[config.mk]
export PLATFORM = sky130hd
export DESIGN_NAME = rgb2hsv_pipe_flat
export DESIGN_NICKNAME = d
export VERILOG_FILES = /design/src/rtl/rgb2hsv_pipe_if.sv /design/src/rtl/rgb2hsv_pipe.sv /design/src/flat_wrapper.sv
export SDC_FILE = /design/constraint.sdc
export NUM_CORES = 1
export LEC_CHECK = 0
export ABC_AREA = 1
export CAP_MARGIN = 5
export CORE_ASPECT_RATIO = 1.75
export CORE_MARGIN = 2
export CORE_UTILIZATION = 48
export DETAILED_ROUTE_END_ITERATION = 7
export DONT_BUFFER_PORTS = 1
export PLACE_DENSITY = 0.67
export SLEW_MARGIN = 20
export SYNTH_ARGS = -nofsm -noshare
export SYNTH_HDL_FRONTEND = slang
export SYNTH_SLANG_ARGS = --single-unit
[constraint.sdc]
create_clock -name clk -period 30.1 [get_ports clk]
set_clock_uncertainty 0.1 [all_clocks]
set_input_delay 3.01 -clock clk [delete_from_list [all_inputs] [get_ports clk]]
set_output_delay 3.01 -clock clk [all_outputs]
set_load 0.02 [all_outputs]
[src/rtl/rgb2hsv_pipe_if.sv]
// Pixel bus for rgb2hsv_pipe.
//   RGB side : i_rgb_r/g/b (8b each), vs/hs/de
//   HSV side : hsv_h (9b, 0..359), hsv_s (9b, 0..256), hsv_v (8b), hsv_vs/hs/de
// master drives RGB and observes HSV; slave (the converter) does the reverse.
interface rgb2hsv_pipe_if;
  logic [7:0] i_rgb_r, i_rgb_g, i_rgb_b;
  logic       vs, hs, de;
  logic [8:0] hsv_h, hsv_s;
  logic [7:0] hsv_v;
  logic       hsv_vs, hsv_hs, hsv_de;

  modport master (
    output i_rgb_r, i_rgb_g, i_rgb_b, vs, hs, de,
    input  hsv_h, hsv_s, hsv_v, hsv_vs, hsv_hs, hsv_de
  );

  modport slave (
    input  i_rgb_r, i_rgb_g, i_rgb_b, vs, hs, de,
    output hsv_h, hsv_s, hsv_v, hsv_vs, hsv_hs, hsv_de
  );
endinterface

[src/rtl/rgb2hsv_pipe.sv]
// Pipelined RGB888 -> HSV converter, one pixel per clock, fixed 5-clock latency.
//   clk      : pixel clock
//   reset_n  : asynchronous active-low reset, clears every pipeline register
//   bus      : rgb2hsv_pipe_if.slave (RGB + syncs in, HSV + delayed syncs out)
// H in degrees 0..359, S = floor(delta*256/max) in 0..256, V = max.
module rgb2hsv_pipe (
  input  logic           clk,
  input  logic           reset_n,
  rgb2hsv_pipe_if.slave  bus
);
  localparam int STAGES = 5;

  // max-channel select codes
  localparam logic [1:0] SEL_R = 2'd0;
  localparam logic [1:0] SEL_G = 2'd1;
  localparam logic [1:0] SEL_B = 2'd2;

  // ---------------- S1: max/min, channel select, direction, d
  logic [7:0] w_max, w_min, w_d;
  logic [1:0] w_sel;
  logic       w_dir;   // set when hue moves forward from the channel base

  always_comb begin
    w_sel = SEL_B;
    w_max = bus.i_rgb_b;
    w_min = (bus.i_rgb_r < bus.i_rgb_g) ? bus.i_rgb_r : bus.i_rgb_g;
    w_dir = (bus.i_rgb_r >= bus.i_rgb_g);
    w_d   = w_dir ? (bus.i_rgb_r - bus.i_rgb_g) : (bus.i_rgb_g - bus.i_rgb_r);
    // ties resolve R over G over B
    if (bus.i_rgb_r >= bus.i_rgb_g && bus.i_rgb_r >= bus.i_rgb_b) begin
      w_sel = SEL_R;
      w_max = bus.i_rgb_r;
      w_min = (bus.i_rgb_g < bus.i_rgb_b) ? bus.i_rgb_g : bus.i_rgb_b;
      w_dir = (bus.i_rgb_g >= bus.i_rgb_b);
      w_d   = w_dir ? (bus.i_rgb_g - bus.i_rgb_b) : (bus.i_rgb_b - bus.i_rgb_g);
    end else if (bus.i_rgb_g >= bus.i_rgb_b) begin
      w_sel = SEL_G;
      w_max = bus.i_rgb_g;
      w_min = (bus.i_rgb_r < bus.i_rgb_b) ? bus.i_rgb_r : bus.i_rgb_b;
      w_dir = (bus.i_rgb_b >= bus.i_rgb_r);
      w_d   = w_dir ? (bus.i_rgb_b - bus.i_rgb_r) : (bus.i_rgb_r - bus.i_rgb_b);
    end
  end

  logic [7:0]  r1_max, r1_min, r1_d;
  logic [1:0]  r1_sel;
  logic        r1_dir;

  // ---------------- S2: delta and both numerators
  logic [7:0]  r2_delta, r2_max;
  logic [13:0] r2_num_h;   // 60*d, at most 15300
  logic [15:0] r2_num_s;   // delta*256
  logic [1:0]  r2_sel;
  logic        r2_dir;

  // ---------------- S3: quotients
  logic [5:0]  r3_q;       // 0..60 since d <= delta
  logic [8:0]  r3_s;       // 0..256 since delta <= max
  logic [7:0]  r3_max;
  logic        r3_dz;      // delta == 0 -> achromatic
  logic [1:0]  r3_sel;
  logic        r3_dir;

  // ---------------- S4: hue base +/- q, wrap, zero-forcing
  logic [8:0]  w_hue_raw, w_hue;

  always_comb begin
    w_hue_raw = '0;
    case (r3_sel)
      SEL_R:   w_hue_raw = r3_dir ? {3'd0, r3_q} : 9'd360 - {3'd0, r3_q};
      SEL_G:   w_hue_raw = r3_dir ? 9'd120 + {3'd0, r3_q} : 9'd120 - {3'd0, r3_q};
      SEL_B:   w_hue_raw = r3_dir ? 9'd240 + {3'd0, r3_q} : 9'd240 - {3'd0, r3_q};
      default: w_hue_raw = '0;
    endcase
    // only the R/backward path with q = 0 can produce 360
    w_hue = (r3_dz || w_hue_raw == 9'd360) ? 9'd0 : w_hue_raw;
  end

  logic [8:0]  r4_h, r4_s;
  logic [7:0]  r4_v;

  // ---------------- S5: output register
  logic [8:0]  r5_h, r5_s;
  logic [7:0]  r5_v;

  // syncs ride a shift register matching the data latency
  logic [STAGES:1][2:0] r_sync_pipe;

  always_ff @(posedge clk or negedge reset_n) begin
    if (!reset_n) begin
      r1_max <= '0; r1_min <= '0; r1_d <= '0; r1_sel <= SEL_R; r1_dir <= 1'b0;
      r2_delta <= '0; r2_max <= '0; r2_num_h <= '0; r2_num_s <= '0;
      r2_sel <= SEL_R; r2_dir <= 1'b0;
      r3_q <= '0; r3_s <= '0; r3_max <= '0; r3_dz <= 1'b1;
      r3_sel <= SEL_R; r3_dir <= 1'b0;
      r4_h <= '0; r4_s <= '0; r4_v <= '0;
      r5_h <= '0; r5_s <= '0; r5_v <= '0;
      r_sync_pipe <= '0;
    end else begin
      // S1
      r1_max <= w_max;
      r1_min <= w_min;
      r1_d   <= w_d;
      r1_sel <= w_sel;
      r1_dir <= w_dir;
      // S2
      r2_delta <= r1_max - r1_min;
      r2_max   <= r1_max;
      r2_num_h <= {6'd0, r1_d} * 14'd60;
      r2_num_s <= {r1_max - r1_min, 8'd0};
      r2_sel   <= r1_sel;
      r2_dir   <= r1_dir;
      // S3: divisor-zero cases are forced to 0 rather than left to '/'
      r3_q   <= (r2_delta == 8'd0) ? 6'd0 : 6'(r2_num_h / {6'd0, r2_delta});
      r3_s   <= (r2_max == 8'd0)   ? 9'd0 : 9'(r2_num_s / {8'd0, r2_max});
      r3_max <= r2_max;
      r3_dz  <= (r2_delta == 8'd0);
      r3_sel <= r2_sel;
      r3_dir <= r2_dir;
      // S4
      r4_h <= w_hue;
      r4_s <= r3_s;
      r4_v <= r3_max;
      // S5
      r5_h <= r4_h;
      r5_s <= r4_s;
      r5_v <= r4_v;
      r_sync_pipe <= {r_sync_pipe[STAGES-1:1], {bus.vs, bus.hs, bus.de}};
    end
  end

  assign bus.hsv_h  = r5_h;
  assign bus.hsv_s  = r5_s;
  assign bus.hsv_v  = r5_v;
  assign bus.hsv_vs = r_sync_pipe[STAGES][2];
  assign bus.hsv_hs = r_sync_pipe[STAGES][1];
  assign bus.hsv_de = r_sync_pipe[STAGES][0];

endmodule

[src/flat_wrapper.sv]
// flat-port wrapper written by rule: the top's interface ports become plain ports
module rgb2hsv_pipe_flat 
  (clk, reset_n, bus_i_rgb_r, bus_i_rgb_g, bus_i_rgb_b, bus_vs, bus_hs, bus_de, bus_hsv_h, bus_hsv_s, bus_hsv_v, bus_hsv_vs, bus_hsv_hs, bus_hsv_de);
  rgb2hsv_pipe_if bus_i ();
  input  logic clk;
  input  logic reset_n;
  input wire logic [$bits(bus_i.i_rgb_r)-1:0] bus_i_rgb_r;
  input wire logic [$bits(bus_i.i_rgb_g)-1:0] bus_i_rgb_g;
  input wire logic [$bits(bus_i.i_rgb_b)-1:0] bus_i_rgb_b;
  input wire logic [$bits(bus_i.vs)-1:0] bus_vs;
  input wire logic [$bits(bus_i.hs)-1:0] bus_hs;
  input wire logic [$bits(bus_i.de)-1:0] bus_de;
  output wire logic [$bits(bus_i.hsv_h)-1:0] bus_hsv_h;
  output wire logic [$bits(bus_i.hsv_s)-1:0] bus_hsv_s;
  output wire logic [$bits(bus_i.hsv_v)-1:0] bus_hsv_v;
  output wire logic [$bits(bus_i.hsv_vs)-1:0] bus_hsv_vs;
  output wire logic [$bits(bus_i.hsv_hs)-1:0] bus_hsv_hs;
  output wire logic [$bits(bus_i.hsv_de)-1:0] bus_hsv_de;
  assign bus_i.i_rgb_r = bus_i_rgb_r;
  assign bus_i.i_rgb_g = bus_i_rgb_g;
  assign bus_i.i_rgb_b = bus_i_rgb_b;
  assign bus_i.vs = bus_vs;
  assign bus_i.hs = bus_hs;
  assign bus_i.de = bus_de;
  assign bus_hsv_h = bus_i.hsv_h;
  assign bus_hsv_s = bus_i.hsv_s;
  assign bus_hsv_v = bus_i.hsv_v;
  assign bus_hsv_vs = bus_i.hsv_vs;
  assign bus_hsv_hs = bus_i.hsv_hs;
  assign bus_hsv_de = bus_i.hsv_de;
  rgb2hsv_pipe u_core (.clk(clk), .reset_n(reset_n), .bus(bus_i));
endmodule
==> impl_metrics.py <==
metrics = {
    "run_status": {
        "status": "complete, no violations",
    },
    "yosys": {
        "synth_seq_cells": 152,
        "async_reset_ff_frac": 1.000,
        "synthDistinctLibCells": 63,
        "yosysSeqAreaShare": 0.2178,
        "synth_edf_count": 0,
        "synth_top_area_frac": 0.2163,
        "syn_area_um2": 17470,
        "syn_nets": 2729,
        "synthCells": 2421,
        "synthFlopType": "dfrtp_1",
        "avgSynthCellArea_um2": 7.215,
        "synth_area_leaders": "dfrtp_1 22%, ha_1 18%, nand2_1 12%",
        "yosysWarnings": 0,
        "yosysTopAreaCell": "dfrtp_1",
    },
    "sta": {
        "hold_viol": 0,
        "period_needed_ns": 26.40,
        "setup_tns_ns": 0,
        "timing.final.crit_share": 0.8771,
        "rsz0062_at_grt": "false",
        "max_freq_mhz": 37.88,
        "setup_viol_count_final": 0,
        "tightestPinTransition_ns": 0.8765,
        "max_slew_margin": 0.4156,
        "maxSlewViolCount": 0,
    },
    "setup_path": {
        "critPathMaxStageDelay_ns": 0.69,
        "path_common_cell": "nand2_1",
        "critical-path-top-delay-family": "compound AO/OA/AOI/OAI gates",
        "path_max_fanout": 23,
        "cp-start-kind": "register",
        "worst_ep_required_time_ns": 30.30,
        "critPathCaptureType": "register",
        "critical_path.slowest_cell": "a21oi_1",
        "crit_type": "register to register",
        "crit_buf_inv": 17,
        "crit_arrival_ns": 26.60,
    },
    "cells_and_area": {
        "antenna_cells": 0,
        "drive_above_1_share": 0.07912,
        "fin_cells": 2884,
        "fin_nets": 2709,
        "area_delta_synth_final_pct": 6.053,
    },
    "clock_tree": {
        "post-cts-setup-buffers": 0,
        "cts_tree": "yes",
        "clock_path_buffers": 2,
        "cts_buffers": 17,
        "clk_latency_ns": 0.44,
        "cts_resized": 0,
        "htree_levels": 4,
        "cts.sinks": 152,
        "clk_pin_slew_worst_paths_ns": 0.07,
        "hold_buffers": 0,
        "root_buffer": "clkbuf_16",
    },
    "routing": {
        "drc_errors": 0,
        "wl_per_cell_um": 15.94,
        "drt-initial-drc-count": 561,
        "wl_um": 45970,
        "via_count": 15844,
        "firstDrtPassIters": 5,
        "routed_via_density": 5.494,
        "ant_nets": 0,
    },
    "global_route": {
        "grt.overflow.total": 0,
        "grt_pass1_wl_um": 75840,
        "grt_max_degree": 153,
        "grt_pass1_vias": 16234,
        "antenna_found_initial": 0,
        "grt_usage": 0.2467,
    },
    "worst_hold_path": {
        "hp-class": "register to register",
    },
    "floorplan": {
        "io-pin-count": 58,
        "die_w_um": 148.2,
        "initial_core_util": 0.4864,
        "core_region_area_um2": 35910,
        "fp.dieH_um": 256.4,
        "rows": 92,
        "die-area_um2": 37990,
    },
    "place": {
        "dpl.hpwl_um": 37430,
        "place_congestion": 0.9605,
        "dp.cells": 2852,
        "port_buffers": 0,
    },
    "run": {
        "drv_cap": 0,
    },
}
synth_stat cells, drive strengths merged, types with 11 or more instances:
| cell | number |
|---|---|
| nand2 | 590 |
| inv | 320 |
| ha | 257 |
| o21ai | 224 |
| nor2 | 185 |
| dfrtp | 151 |
| a21oi | 141 |
| nand3 | 132 |
| xor2 | 73 |
| xnor2 | 60 |
| clkbuf | 36 |
| nor3 | 28 |
| a21o | 27 |
| fa | 22 |
| nand4 | 22 |
| or2 | 22 |
| o21bai | 19 |
| o221ai | 13 |
| nand3b | 11 |
path summary, 6_finish.rpt:
kind                                  start                   to  slack [ns]  depth (start not counted)
max                        u_core.r2_max[0]       u_core.r3_s[0]        3.70                        159
min                          u_core.r4_v[1]  u_core.bus.hsv_v[1]        0.25                          0
max reg2reg                u_core.r2_max[0]       u_core.r3_s[0]        3.70                        159
min reg2reg                  u_core.r4_v[1]  u_core.bus.hsv_v[1]        0.25                          0
max in group asynchronous           reset_n         u_core.r3_dz       27.39                          0
min in group asynchronous           reset_n  u_core.bus.hsv_v[0]        2.16                          0
kinds of logic (layout without fill, tap and decap cells):
kind of cell / count (synthesis) / in the layout / synth area share
and+or+nand+nor: 1009 / 1009 / 0.2653
adders and majority gates: 279 / 279 / 0.2093
buffers and inverters: 368 / 361 / 0.08087
muxes: 6 / 6 / 0.003438
AOI/OAI and AO/OA: 474 / 474 / 0.1566
xor gates and xnor gates: 133 / 133 / 0.06669
DFF: 152 / 152 / 0.2178
registers in the layout (all words and copies together), names as in the netlist, 9 cells and up:
name                cells
u_core.r3_s             9
u_core.bus.hsv_h        9
u_core.r2_num_h        12
u_core.bus.hsv_s        9
u_core.r_sync_pipe     12
u_core.r4_h             9
u_core.r4_s             9
final cells by class:
type                    count  area (um2)
well taps                 470       588.1
clock buffers              18       429.2
flip-flops and latches    152        3805
fillers                  3575       17390
repair buffers              6       45.04
inverters                 323        1216
multi-input cells        1901       12250
clock inverters            14       191.4
layer usage:
layer	track usage	wire, um
met1	0.2310	16100
met2	0.4816	24880
met3	0.02651	1432
met4	0.1778	3553
met5	0	0
layout by cell type (no fill, tap or decap), types with 31 or more instances in the layout:
cell type  instances
a21oi_1          136
dfrtp_1          151
ha_1             257
inv_1            296
nand2_1          554
nand2_2           31
nand3_1          109
nor2_1           156
o21ai_0          185
xnor2_1           60
xor2_1            73
worst register-to-register path, delay by kind of cell (launching register included):
kind | cells | cell delay (ns)
AOI/OAI and AO/OA | 50 | 9.12
and+or+nand+nor | 75 | 8.87
adders and majority gates | 17 | 5.34
buffers and inverters | 17 | 2.17
DFF | 1 | 0.63
per-stage QoR:
step / utilization / hold WS [ns] / instance area (um2) / worst slack, ns
3_5_place_dp: 0.4985 / 0.2347 / 17900 / 3.810
6_report: 0.5158 / 0.2464 / 18530 / 3.698
4_1_cts: 0.5158 / 0.2473 / 18530 / 3.723
3_3_place_gp: 0.4985 / 0.2316 / 17900 / 4.867
5_1_grt: 0.5158 / 0.2469 / 18530 / 0.8890
2_1_floorplan: - / 0.2312 / 17470 / 6.596
Power is not shown: default switching activity piles up to over one toggle a cycle in this logic, so the estimate is an artifact.
